$ cat src/rtl/slice_sequencer_param_if.sv
// Patch handshake between the slice sequencer (master) and the bitstream patcher (slave).
// Payload is only meaningful while patch_valid is high; the master zeroes it otherwise.
interface slice_sequencer_param_if #(
  parameter int W = 32
) ();
  logic         patch_valid;
  logic         patch_ready;
  logic [W-1:0] offset_addr;
  logic [W-1:0] val;
  logic [2:0]   byte_size;

  modport master (output patch_valid, offset_addr, val, byte_size, input patch_ready);
  modport slave  (input patch_valid, offset_addr, val, byte_size, output patch_ready);
endinterface

$ cat src/rtl/slice_sequencer_param.sv
// Slice sequencer: header window, per-component encode runs with timeout, then the
// size-patch list (slice/picture/frame/component sizes) streamed over a valid/ready port.
module slice_sequencer_param #(
  parameter int NUM_COMP      = 3,
  parameter int W             = 32,
  parameter int HEADER_CYCLES = 224,
  parameter int COMP_TIMEOUT  = 3000
) (
  input  logic                    clock,
  input  logic                    reset_n,
  input  logic                    start,
  input  logic                    comp_done,
  input  logic [W-1:0]            set_bit_total_byte_size,
  input  logic [W-1:0]            slice_size_table_size,
  input  logic [W-1:0]            slice_size_offset_addr,
  input  logic [W-1:0]            picture_size_offset_addr,
  input  logic [W-1:0]            frame_size_offset_addr,
  input  logic [NUM_COMP*W-1:0]   comp_size_offset_addr,
  input  logic [NUM_COMP*W-1:0]   comp_buf_offset,
  input  logic [NUM_COMP*W-1:0]   comp_block_num,
  output logic                    header2_reset_n,
  output logic                    component_reset_n,
  output logic [W-1:0]            offset,
  output logic [W-1:0]            block_num,
  output logic [2:0]              comp_index,
  output logic                    is_y,
  slice_sequencer_param_if.master patch,
  output logic                    busy,
  output logic                    done,
  output logic                    timeout_err
);

  localparam int NE  = NUM_COMP + 2;
  localparam int HCW = $clog2(HEADER_CYCLES + 1);
  localparam int RCW = $clog2(COMP_TIMEOUT + 1);
  localparam logic [2:0] LAST_IDX = 3'(NUM_COMP - 1);

  typedef enum logic [2:0] {
    S_IDLE, S_HEADER, S_HDR_GAP, S_COMP_RUN, S_COMP_CAP, S_PATCH, S_FINISH
  } state_t;

  state_t                     r_state, w_next_state;
  logic [HCW-1:0]             r_hdr_cnt;
  logic [RCW-1:0]             r_run_cnt;
  logic [W-1:0]               r_acc;
  logic [NUM_COMP-1:0][W-1:0] r_size;
  logic [2:0]                 r_comp_index;
  logic [W-1:0]               r_offset;
  logic [W-1:0]               r_block_num;
  logic                       r_is_y;
  logic                       r_timeout_err;
  logic [NE-1:0]              r_pending;

  logic                       w_hdr_end, w_run_expire, w_last_comp;
  logic [2:0]                 w_load_idx;
  logic [W-1:0]               w_field_off, w_field_blk;
  logic [NE-1:0][W-1:0]       w_ent_addr, w_ent_val;
  logic [NE-1:0][2:0]         w_ent_bs;
  logic [NE-1:0]              w_live, w_pick;
  logic                       w_valid, w_xfer, w_last_entry;
  logic [W-1:0]               w_pl_addr, w_pl_val;
  logic [2:0]                 w_pl_bs;
  logic                       w_unused_last_addr;

  // The last component's size is never patched, so its address is not consumed.
  assign w_unused_last_addr = ^comp_size_offset_addr[NUM_COMP*W-1 -: W];

  assign w_hdr_end    = (r_hdr_cnt == HCW'(HEADER_CYCLES - 1));
  assign w_run_expire = (r_run_cnt == RCW'(COMP_TIMEOUT - 1));
  assign w_last_comp  = (r_comp_index == LAST_IDX);
  assign w_load_idx   = (r_state == S_HDR_GAP) ? 3'd0 : r_comp_index + 3'd1;

  always_comb begin
    w_field_off = '0;
    w_field_blk = '0;
    for (int i = 0; i < NUM_COMP; i++) begin
      if (w_load_idx == 3'(i)) begin
        w_field_off = comp_buf_offset[i*W +: W];
        w_field_blk = comp_block_num[i*W +: W];
      end
    end
  end

  // Patch list in emission order; entries with a zero value are never live.
  always_comb begin
    w_ent_addr    = '0;
    w_ent_val     = '0;
    w_ent_bs      = '0;
    w_ent_addr[0] = slice_size_offset_addr;
    w_ent_val[0]  = r_acc;
    w_ent_bs[0]   = 3'd2;
    w_ent_addr[1] = picture_size_offset_addr;
    w_ent_val[1]  = r_acc + slice_size_table_size - picture_size_offset_addr + W'(1);
    w_ent_bs[1]   = 3'd4;
    w_ent_addr[2] = frame_size_offset_addr;
    w_ent_val[2]  = r_acc + slice_size_table_size;
    w_ent_bs[2]   = 3'd4;
    for (int i = 0; i < NUM_COMP - 1; i++) begin
      w_ent_addr[3+i] = comp_size_offset_addr[i*W +: W];
      w_ent_val[3+i]  = r_size[i];
      w_ent_bs[3+i]   = 3'd2;
    end
  end

  always_comb begin
    w_live = '0;
    for (int k = 0; k < NE; k++) w_live[k] = r_pending[k] && (w_ent_val[k] != '0);
  end

  // Lowest pending non-zero entry is the one on the bus; skipping costs no cycle.
  assign w_pick       = w_live & (~w_live + NE'(1));
  assign w_last_entry = ((w_live & ~w_pick) == '0);
  assign w_valid      = (r_state == S_PATCH) && (w_live != '0);
  assign w_xfer       = w_valid && patch.patch_ready;

  always_comb begin
    w_pl_addr = '0;
    w_pl_val  = '0;
    w_pl_bs   = '0;
    for (int k = 0; k < NE; k++) begin
      if (w_valid && w_pick[k]) begin
        w_pl_addr = w_pl_addr | w_ent_addr[k];
        w_pl_val  = w_pl_val  | w_ent_val[k];
        w_pl_bs   = w_pl_bs   | w_ent_bs[k];
      end
    end
  end

  assign patch.patch_valid = w_valid;
  assign patch.offset_addr = w_pl_addr;
  assign patch.val         = w_pl_val;
  assign patch.byte_size   = w_pl_bs;

  always_comb begin
    w_next_state = r_state;
    case (r_state)
      S_IDLE:     if (start) w_next_state = S_HEADER;
      S_HEADER:   if (w_hdr_end) w_next_state = S_HDR_GAP;
      S_HDR_GAP:  w_next_state = S_COMP_RUN;
      S_COMP_RUN: if (comp_done || w_run_expire) w_next_state = S_COMP_CAP;
      S_COMP_CAP: w_next_state = w_last_comp ? S_PATCH : S_COMP_RUN;
      S_PATCH:    if (!w_valid || (w_xfer && w_last_entry)) w_next_state = S_FINISH;
      S_FINISH:   w_next_state = S_IDLE;
      default:    w_next_state = S_IDLE;
    endcase
  end

  always_ff @(posedge clock or negedge reset_n) begin
    if (!reset_n) r_state <= S_IDLE;
    else          r_state <= w_next_state;
  end

  always_ff @(posedge clock or negedge reset_n) begin
    if (!reset_n) begin
      r_hdr_cnt     <= '0;
      r_run_cnt     <= '0;
      r_acc         <= '0;
      r_size        <= '0;
      r_comp_index  <= '0;
      r_offset      <= '0;
      r_block_num   <= '0;
      r_is_y        <= 1'b1;
      r_timeout_err <= 1'b0;
      r_pending     <= '0;
    end else begin
      case (r_state)
        S_IDLE: begin
          r_hdr_cnt <= '0;
          if (start) r_timeout_err <= 1'b0;
        end
        S_HEADER: r_hdr_cnt <= r_hdr_cnt + 1'b1;
        S_HDR_GAP: begin
          r_acc        <= set_bit_total_byte_size - slice_size_table_size;
          r_comp_index <= '0;
          r_run_cnt    <= '0;
          r_offset     <= w_field_off;
          r_block_num  <= w_field_blk;
          r_is_y       <= 1'b1;
        end
        S_COMP_RUN: begin
          r_run_cnt <= r_run_cnt + 1'b1;
          // A comp_done landing on the expiry cycle is a normal finish.
          if (!comp_done && w_run_expire) r_timeout_err <= 1'b1;
        end
        S_COMP_CAP: begin
          for (int i = 0; i < NUM_COMP; i++)
            if (r_comp_index == 3'(i)) r_size[i] <= set_bit_total_byte_size;
          r_acc <= r_acc + set_bit_total_byte_size;
          if (w_last_comp) begin
            r_pending <= '1;
          end else begin
            r_comp_index <= w_load_idx;
            r_run_cnt    <= '0;
            r_offset     <= w_field_off;
            r_block_num  <= w_field_blk;
            r_is_y       <= (w_load_idx == 3'd0);
          end
        end
        S_PATCH: if (w_xfer) r_pending <= r_pending & ~w_pick;
        S_FINISH: r_pending <= '0;
        default: ;
      endcase
    end
  end

  assign header2_reset_n   = (r_state == S_HEADER);
  assign component_reset_n = (r_state == S_COMP_RUN);
  assign busy              = (r_state != S_IDLE);
  assign done              = (r_state == S_FINISH);
  assign offset            = r_offset;
  assign block_num         = r_block_num;
  assign comp_index        = r_comp_index;
  assign is_y              = r_is_y;
  assign timeout_err       = r_timeout_err;

endmodule

$ cat src/flat_wrapper.sv
// flat-port wrapper written by rule: the top's interface ports become plain ports
module slice_sequencer_param_flat 
#(
  parameter int NUM_COMP      = 3,
  parameter int W             = 32,
  parameter int HEADER_CYCLES = 224,
  parameter int COMP_TIMEOUT  = 3000
)
  (clock, reset_n, start, comp_done, set_bit_total_byte_size, slice_size_table_size, slice_size_offset_addr, picture_size_offset_addr, frame_size_offset_addr, comp_size_offset_addr, comp_buf_offset, comp_block_num, header2_reset_n, component_reset_n, offset, block_num, comp_index, is_y, busy, done, timeout_err, patch_patch_valid, patch_offset_addr, patch_val, patch_byte_size, patch_patch_ready);
  slice_sequencer_param_if #(.W(W)) patch_i ();
  input  logic clock;
  input  logic reset_n;
  input  logic start;
  input  logic comp_done;
  input  logic [W-1:0] set_bit_total_byte_size;
  input  logic [W-1:0] slice_size_table_size;
  input  logic [W-1:0] slice_size_offset_addr;
  input  logic [W-1:0] picture_size_offset_addr;
  input  logic [W-1:0] frame_size_offset_addr;
  input  logic [NUM_COMP*W-1:0] comp_size_offset_addr;
  input  logic [NUM_COMP*W-1:0] comp_buf_offset;
  input  logic [NUM_COMP*W-1:0] comp_block_num;
  output logic header2_reset_n;
  output logic component_reset_n;
  output logic [W-1:0] offset;
  output logic [W-1:0] block_num;
  output logic [2:0] comp_index;
  output logic is_y;
  output logic busy;
  output logic done;
  output logic timeout_err;
  output wire logic [$bits(patch_i.patch_valid)-1:0] patch_patch_valid;
  output wire logic [$bits(patch_i.offset_addr)-1:0] patch_offset_addr;
  output wire logic [$bits(patch_i.val)-1:0] patch_val;
  output wire logic [$bits(patch_i.byte_size)-1:0] patch_byte_size;
  input wire logic [$bits(patch_i.patch_ready)-1:0] patch_patch_ready;
  assign patch_patch_valid = patch_i.patch_valid;
  assign patch_offset_addr = patch_i.offset_addr;
  assign patch_val = patch_i.val;
  assign patch_byte_size = patch_i.byte_size;
  assign patch_i.patch_ready = patch_patch_ready;
  slice_sequencer_param #(.NUM_COMP(NUM_COMP), .W(W), .HEADER_CYCLES(HEADER_CYCLES), .COMP_TIMEOUT(COMP_TIMEOUT)) u_core (.clock(clock), .reset_n(reset_n), .start(start), .comp_done(comp_done), .set_bit_total_byte_size(set_bit_total_byte_size), .slice_size_table_size(slice_size_table_size), .slice_size_offset_addr(slice_size_offset_addr), .picture_size_offset_addr(picture_size_offset_addr), .frame_size_offset_addr(frame_size_offset_addr), .comp_size_offset_addr(comp_size_offset_addr), .comp_buf_offset(comp_buf_offset), .comp_block_num(comp_block_num), .header2_reset_n(header2_reset_n), .component_reset_n(component_reset_n), .offset(offset), .block_num(block_num), .comp_index(comp_index), .is_y(is_y), .patch(patch_i), .busy(busy), .done(done), .timeout_err(timeout_err));
endmodule
$ cat config.mk
export PLATFORM = sky130hd
export DESIGN_NAME = slice_sequencer_param_flat
export DESIGN_NICKNAME = d
export VERILOG_FILES = /design/src/rtl/slice_sequencer_param_if.sv /design/src/rtl/slice_sequencer_param.sv /design/src/flat_wrapper.sv
export SDC_FILE = /design/constraint.sdc
export NUM_CORES = 1
export LEC_CHECK = 0
export CORE_MARGIN = 2
export CORE_UTILIZATION = 30
export CTS_BUF_LIST = sky130_fd_sc_hd__clkbuf_4
export CTS_CLUSTER_DIAMETER = 60
export CTS_CLUSTER_SIZE = 20
export DETAILED_ROUTE_END_ITERATION = 8
export GPL_TIMING_DRIVEN = 0
export PLACE_DENSITY_LB_ADDON = 0.15
export SETUP_SLACK_MARGIN = 0.15
export SLEW_MARGIN = 20
export SYNTH_ARGS = -nofsm -noshare
export SYNTH_HDL_FRONTEND = slang
export SYNTH_SLANG_ARGS = --single-unit
$ cat constraint.sdc
create_clock -name clock -period 8.6 [get_ports clock]
set_input_delay 1.72 -clock clock [delete_from_list [all_inputs] [get_ports clock]]
set_output_delay 1.72 -clock clock [all_outputs]
set_load 0.05 [all_outputs]
After elaboration in Yosys (flattened, before gate mapping)
Index checks and enable logic that the tools add are counted.
W data, S select, Z words.
{"block": "classes", "addsub": 9, "mul": 0, "div": 0, "order_cmp": 0, "n_eq_ne": 20, "shift": 0, "n_mux": 46, "n_bitwise": 13, "n_reduce_logical": 41}
{"op": "$mux W32", "count": 18}
{"op": "$or A32 B32 Y32", "count": 8}
{"op": "$pmux W32 S2", "count": 3}
{"op": "$reduce_bool A32 Y1", "count": 5}
{"op": "$add A32 B32 Y32", "count": 2}
{"op": "$sub A32 B32 Y32", "count": 2}
{"op": "$pmux W12 S3", "count": 1}
{"op": "$add A32 B1 Y32 const B", "count": 1}
{"op": "$mux W3", "count": 9}
{"op": "$pmux W3 S6", "count": 1}
{"op": "$pmux W8 S2", "count": 1}
{"op": "$and A5 B5 Y5", "count": 3}
{"op": "$pmux W5 S3", "count": 1}
{"op": "$logic_and A1 B1 Y1", "count": 14}
{"op": "$add A12 B1 Y12 const B", "count": 1}
{"op": "$eq A12 B12 Y1 const B", "count": 1}
{"op": "$eq A3 B2 Y1 const B", "count": 4}
{"op": "$mux W12", "count": 1}
{"op": "$mux W5", "count": 2}
{"op": "$ne A2 B1 Y1 const B", "count": 5}
{"op": "$not A5 Y5", "count": 2}
{"op": "$eq A3 B1 Y1 const B", "count": 3}
{"op": "$eq A3 B3 Y1 const B", "count": 3}
{"op": "$logic_not A3 Y1", "count": 3}
{"op": "18 further kinds", "count": 35}
{"block": "word_totals", "reg_bits": 193, "latchBits": 0, "ram_bits": 0, "romBits": 0, "inputBits": 453, "output_inout_bits": 141, "wordCells": 141, "n_memories": 0}

Depth between registers and ports, before layout
{"block": "logic_depth", "ltp_word": 18, "ltp_mapped": 28, "mapped_depth_nobuf": 25}

Worst setup path before layout
Ideal clock, no wire load.
{"block": "synth_timing", "kind": "input-to-output", "from": "input port slice_size_table_size[0]", "to": "output port patch_offset_addr[10]", "t_arrival_ns": 7.695, "required_time_ns": 6.880, "setup_slack_ns": -0.815, "stages": 26, "path_buffers": 3, "cell_sequence": "ha_1 > inv_1 > fa_1 > nand2b_1 > a211oi_1 > o21ai_2 > o31a_1 > nor3_1 > nor2_1 > ha_1 > ha_1 > a211oi_1 > nor2_1 > o41ai_2 > o22ai_1 > a2111oi_0 > nor4bb_1 > a2111oi_0 > and4_1 > a21bo_1 > buf_2 > nand4_1 > or2_1 > buf_4 > buf_4 > o211ai_1"}
{"block": "synth_between", "elab_chain_cells": 17, "elab_cells_between_ends": 26, "classes_between": "4 x add/sub; 5 x mux; 6 x bitwise; 11 x reduce/logical"}
{"element": "start, declared", "line": "flat_wrapper.sv:16", "rtl": "input logic [W-1:0] slice_size_table_size;"}
{"element": "$add A32 B32 Y32 (*)", "line": "slice_sequencer_param.sv:93, slice_sequencer_param.sv:96"}
{"element": "parallel branches: the longest is 15 deep, another holds $sub A32 B32 Y32"}
{"element": "$mux W32 (*)", "line": "slice_sequencer_param.sv:121", "rtl": "if (w_valid && w_pick[k]) begin"}
{"element": "end, declared", "line": "flat_wrapper.sv:33", "rtl": "output wire logic [$bits(patch_i.offset_addr)-1:0] patch_offset_addr;"}
Every way passes the cells marked *.

Worst setup path in the final report
{"block": "layout_timing", "from": "input port slice_size_table_size[5]", "to": "output port patch_val[15]"}
{"block": "layout_between", "elab_chain_cells": 17, "elab_cells_between_ends": 26, "classes_between": "4 x add/sub; 5 x mux; 6 x bitwise; 11 x reduce/logical"}
{"element": "$add A32 B32 Y32 (*)", "line": "slice_sequencer_param.sv:93, slice_sequencer_param.sv:96"}
{"element": "parallel branches: the longest is 15 deep, another holds $sub A32 B32 Y32"}
{"element": "$mux W32 (*)", "line": "slice_sequencer_param.sv:121"}
{"element": "end, declared", "line": "flat_wrapper.sv:34", "rtl": "output wire logic [$bits(patch_i.val)-1:0] patch_val;"}
Marked as above.

==> results.md <==
* Clock Latency Late Sink at 0.66 ns
* CTS buffer count at 17
* Io pins at around 600
* FFs w/ async S/R, synth at 1.000
* Die height at 245.5 um
* Crit path DAT at 7.99 ns
* Seq/Total Area, Yosys at 0.2762
* Slowest-stage cell, CP: o211ai_1
* Die ar. at 0.06025 mm2
* Total track usage at 0.2748
* Worst slew pin tran at 0.9621 ns
* Worst Hold Class: reg -> reg
* Count of input and output buffers at 560
* Core ar. at 0.05770 mm2
* Static leakage at 11.23 nW
* Initial antenna violation count at 9
* Final wirelength at 87010 um
* Drt wl/cell at 24.15 um
* Ys flop type: dfrtp_1
* Nets@finish at approximately 3400
* Max Cap Violations at 0
* Tcrit/Tclk final at 1.130
* Fin cells at ~3600
* Clock slew seen by the registers of the worst setup and hold paths at 0.15 ns
* Clock Sinks at about 190
* Status: finished with violations
* Vias after detailed routing at 20410
* Nature of the critical path endpoint: output port
* CTS tree: yes
* Post-synth top area cell: dfrtp_1
* VDD IR max at 0.2069 mV
* Rows at 88
* Slack of the critical path at -1.114 ns
* Synth top area share at 0.2747
* Initial DRC count at 1704
* Initial Util at 0.3031
* Yosys Warn Count at 0
* Failing checks: negative setup slack
* RSZ-0062 raised after global routing: yes
* Required @ worst endpoint at 6.88 ns
* Remaining global-route overflow at 0
* Vias in the first global route at 20260
* Drt pass-1 iters at 6
* Period minus WS final at 9.714 ns
* Max frequency at around 100 MHz
* Clk_skew at 0.03834 ns
* CP Launch Type: input pin
* Antenna-violating nets left at 0
* Register bit total from synthesis at 193
* EDFF count, synth at 0
* Power density over the cells at 440.7 mW/mm2
* Remaining DRCs at 0
* First-pass GRT wire length at 125400 um
* Vias per Instance at 5.665
* Area contributors post-synth: dfrtp_1, ha_1, a222oi_1
* Worst path max stage delay at 0.41 ns
* CP max FO at 7
* Share of post-route cells with drive strength above 1 at 0.2110
* Synth Area per Inst at 8.328 um2
* Setup violators final at 67
* HPWL after detailed placement at 69340 um
* Synth cell types at 96
* Layout area overhead at 56.40%
* Cells after DPL at 3428
* Rel. slew slack at 0.3586
* Die width at 245.5 um
* Syn Nets at 2686
* Clock Tree Root: clkbuf_4
* Mapped Area at approximately 0.017 mm2
* Clock tree buffer depth at 2
* Hold Fails Final Rpt at 0
* Final Max Tran Viols at 0
* Pin count of the biggest net entering global routing at 69
* Placer Congestion at 0.9668
* H-Tree Depth at 4
* Post-synthesis cell count at 2100
* Crit path kind: in -> out
* Total power after layout at 0.01206 W
==> routing by layer <==
metal  track usage  wire length, um
met5             0                0
met4        0.1296             3885
met3       0.03907             5597
met2        0.5058            44960
met1        0.3107            32570
==> layout make-up <==
cell class	instances	area [um2]
fill	5599	30340
multi-input combinational	1655	13010
timing repair buffer	699	6802
sequential	193	4831
tap	765	957.2
buffer	114	845.8
inverter	136	513.0
clock inverter	15	244.0
clock buffer	17	127.6
antenna	8	20.02
==> registers in the layout (all words and copies together) (netlist names) <==
name and flops:
u_core.timeout_err 1, u_core.r_size 64, u_core.r_hdr_cnt 8, u_core.r_state 3, u_core.offset 32, u_core.comp_index 3, u_core.block_num 32, u_core.r_acc 32
u_core.r_pending 5, u_core.is_y 1, u_core.r_run_cnt 12
==> through the flow <==
stage / area (um2) / hold WS, ns / worst slack [ns] / utilization / TNS (ns)
floorplan: 17670 / 0.4571 / -0.4114 / - / -21.01
global placement: 24230 / 0.4749 / -4.202 / 0.4200 / -752.62
detailed placement: 24310 / 0.4981 / -4.188 / 0.4213 / -256.39
CTS: 26490 / 0.5182 / -0.9872 / 0.4592 / -47.66
global route: 27350 / 0.5338 / -1.226 / 0.4741 / -71.24
finish: 27350 / 0.5144 / -1.114 / 0.4741 / -61.38
==> worst max-delay path: cells and delay by family <==
kind / cells / cell delay, ns
and+or+nand+nor: 10 / 2.45
AOI/OAI and AO/OA: 9 / 2.04
buffers and inverters: 7 / 1.12
adders and majority gates: 3 / 0.64
==> power by group <==
group	internal (W)	leakage [nW]	total (W)	switching, W
logic	0.00410	8.76	0.00966	0.00556
registers	0.00132	2.28	0.00177	0.000452
clock network	0.000247	0.194	0.000620	0.000374
total	0.00567	11.2	0.0121	0.00638
==> cells in the mapped netlist (all sizes together) (24+ instances only) <==
library cell    n
nand3          41
a21oi         175
nand2         186
xor2           47
dfrtp         192
o21ai         103
o21a           25
mux2           72
o211ai         69
nor2          203
a222oi        117
xnor2          59
nor3           40
ha            130
inv           136
buf            32
and2           24
a21o           24
nor4           41
clkbuf         84
==> path summary, 6_finish.rpt <==
path / slack (ns) / from / cells after the start / to
worst min register to register: 0.51 / u_core.r_run_cnt[0] / 1 / u_core.r_run_cnt[0]
max in group asynchronous: 6.51 / reset_n / 3 / u_core.is_y
min in group asynchronous: 0.98 / reset_n / 1 / u_core.block_num[10]
worst min-delay path: 0.51 / u_core.r_run_cnt[0] / 1 / u_core.r_run_cnt[0]
worst max-delay path: -1.11 / slice_size_table_size[5] / 29 / patch_val[15]
worst max register to register: 2.09 / u_core.r_acc[1] / 30 / u_core.r_pending[1]
==> repair_timing <==
action | 4_1_cts | 5_1_grt
hold buffers | 0 | 0
buffers inserted | 92 | 38
cloned | 1 | 5
gates resized for setup | 750 | 108
pin swaps | 122 | 85
endpoints found under the setup margin | 69 | 67
==> kinds of logic after synthesis <==
| kind of cell | after synthesis | share of synthesized area |
|---|---|---|
| fa+ha+maj | 133 | 0.09644 |
| simple gates | 661 | 0.1816 |
| flops | 193 | 0.2762 |
| compound gates | 677 | 0.2816 |
| xor+xnor | 106 | 0.05308 |
| buf+inv | 252 | 0.06167 |
| mux | 77 | 0.04922 |
| other cells | 1 | 0.0002144 |
==> cells in the final DEF, fill, tap and decap left out, types with 18 or more instances in the layout <==
cell type / instances
nand3_1: 37
a21o_1: 24
mux2_2: 71
ha_4: 38
clkdlybuf4s50_1: 465
xor2_1: 46
clkbuf_4: 19
buf_4: 160
nand4_1: 22
nand2_1: 172
o21a_1: 24
ha_1: 88
and2_1: 18
o211ai_1: 69
o21ai_0: 87
clkbuf_1: 61
nor3_1: 33
a222oi_1: 117
buf_6: 32
inv_1: 131
buf_12: 19
xnor2_1: 48
dfrtp_1: 192
nor2_1: 191
a21oi_1: 159
nor4_1: 38
nand2b_1: 20
Note: power is estimated with default switching activity, not from simulation.
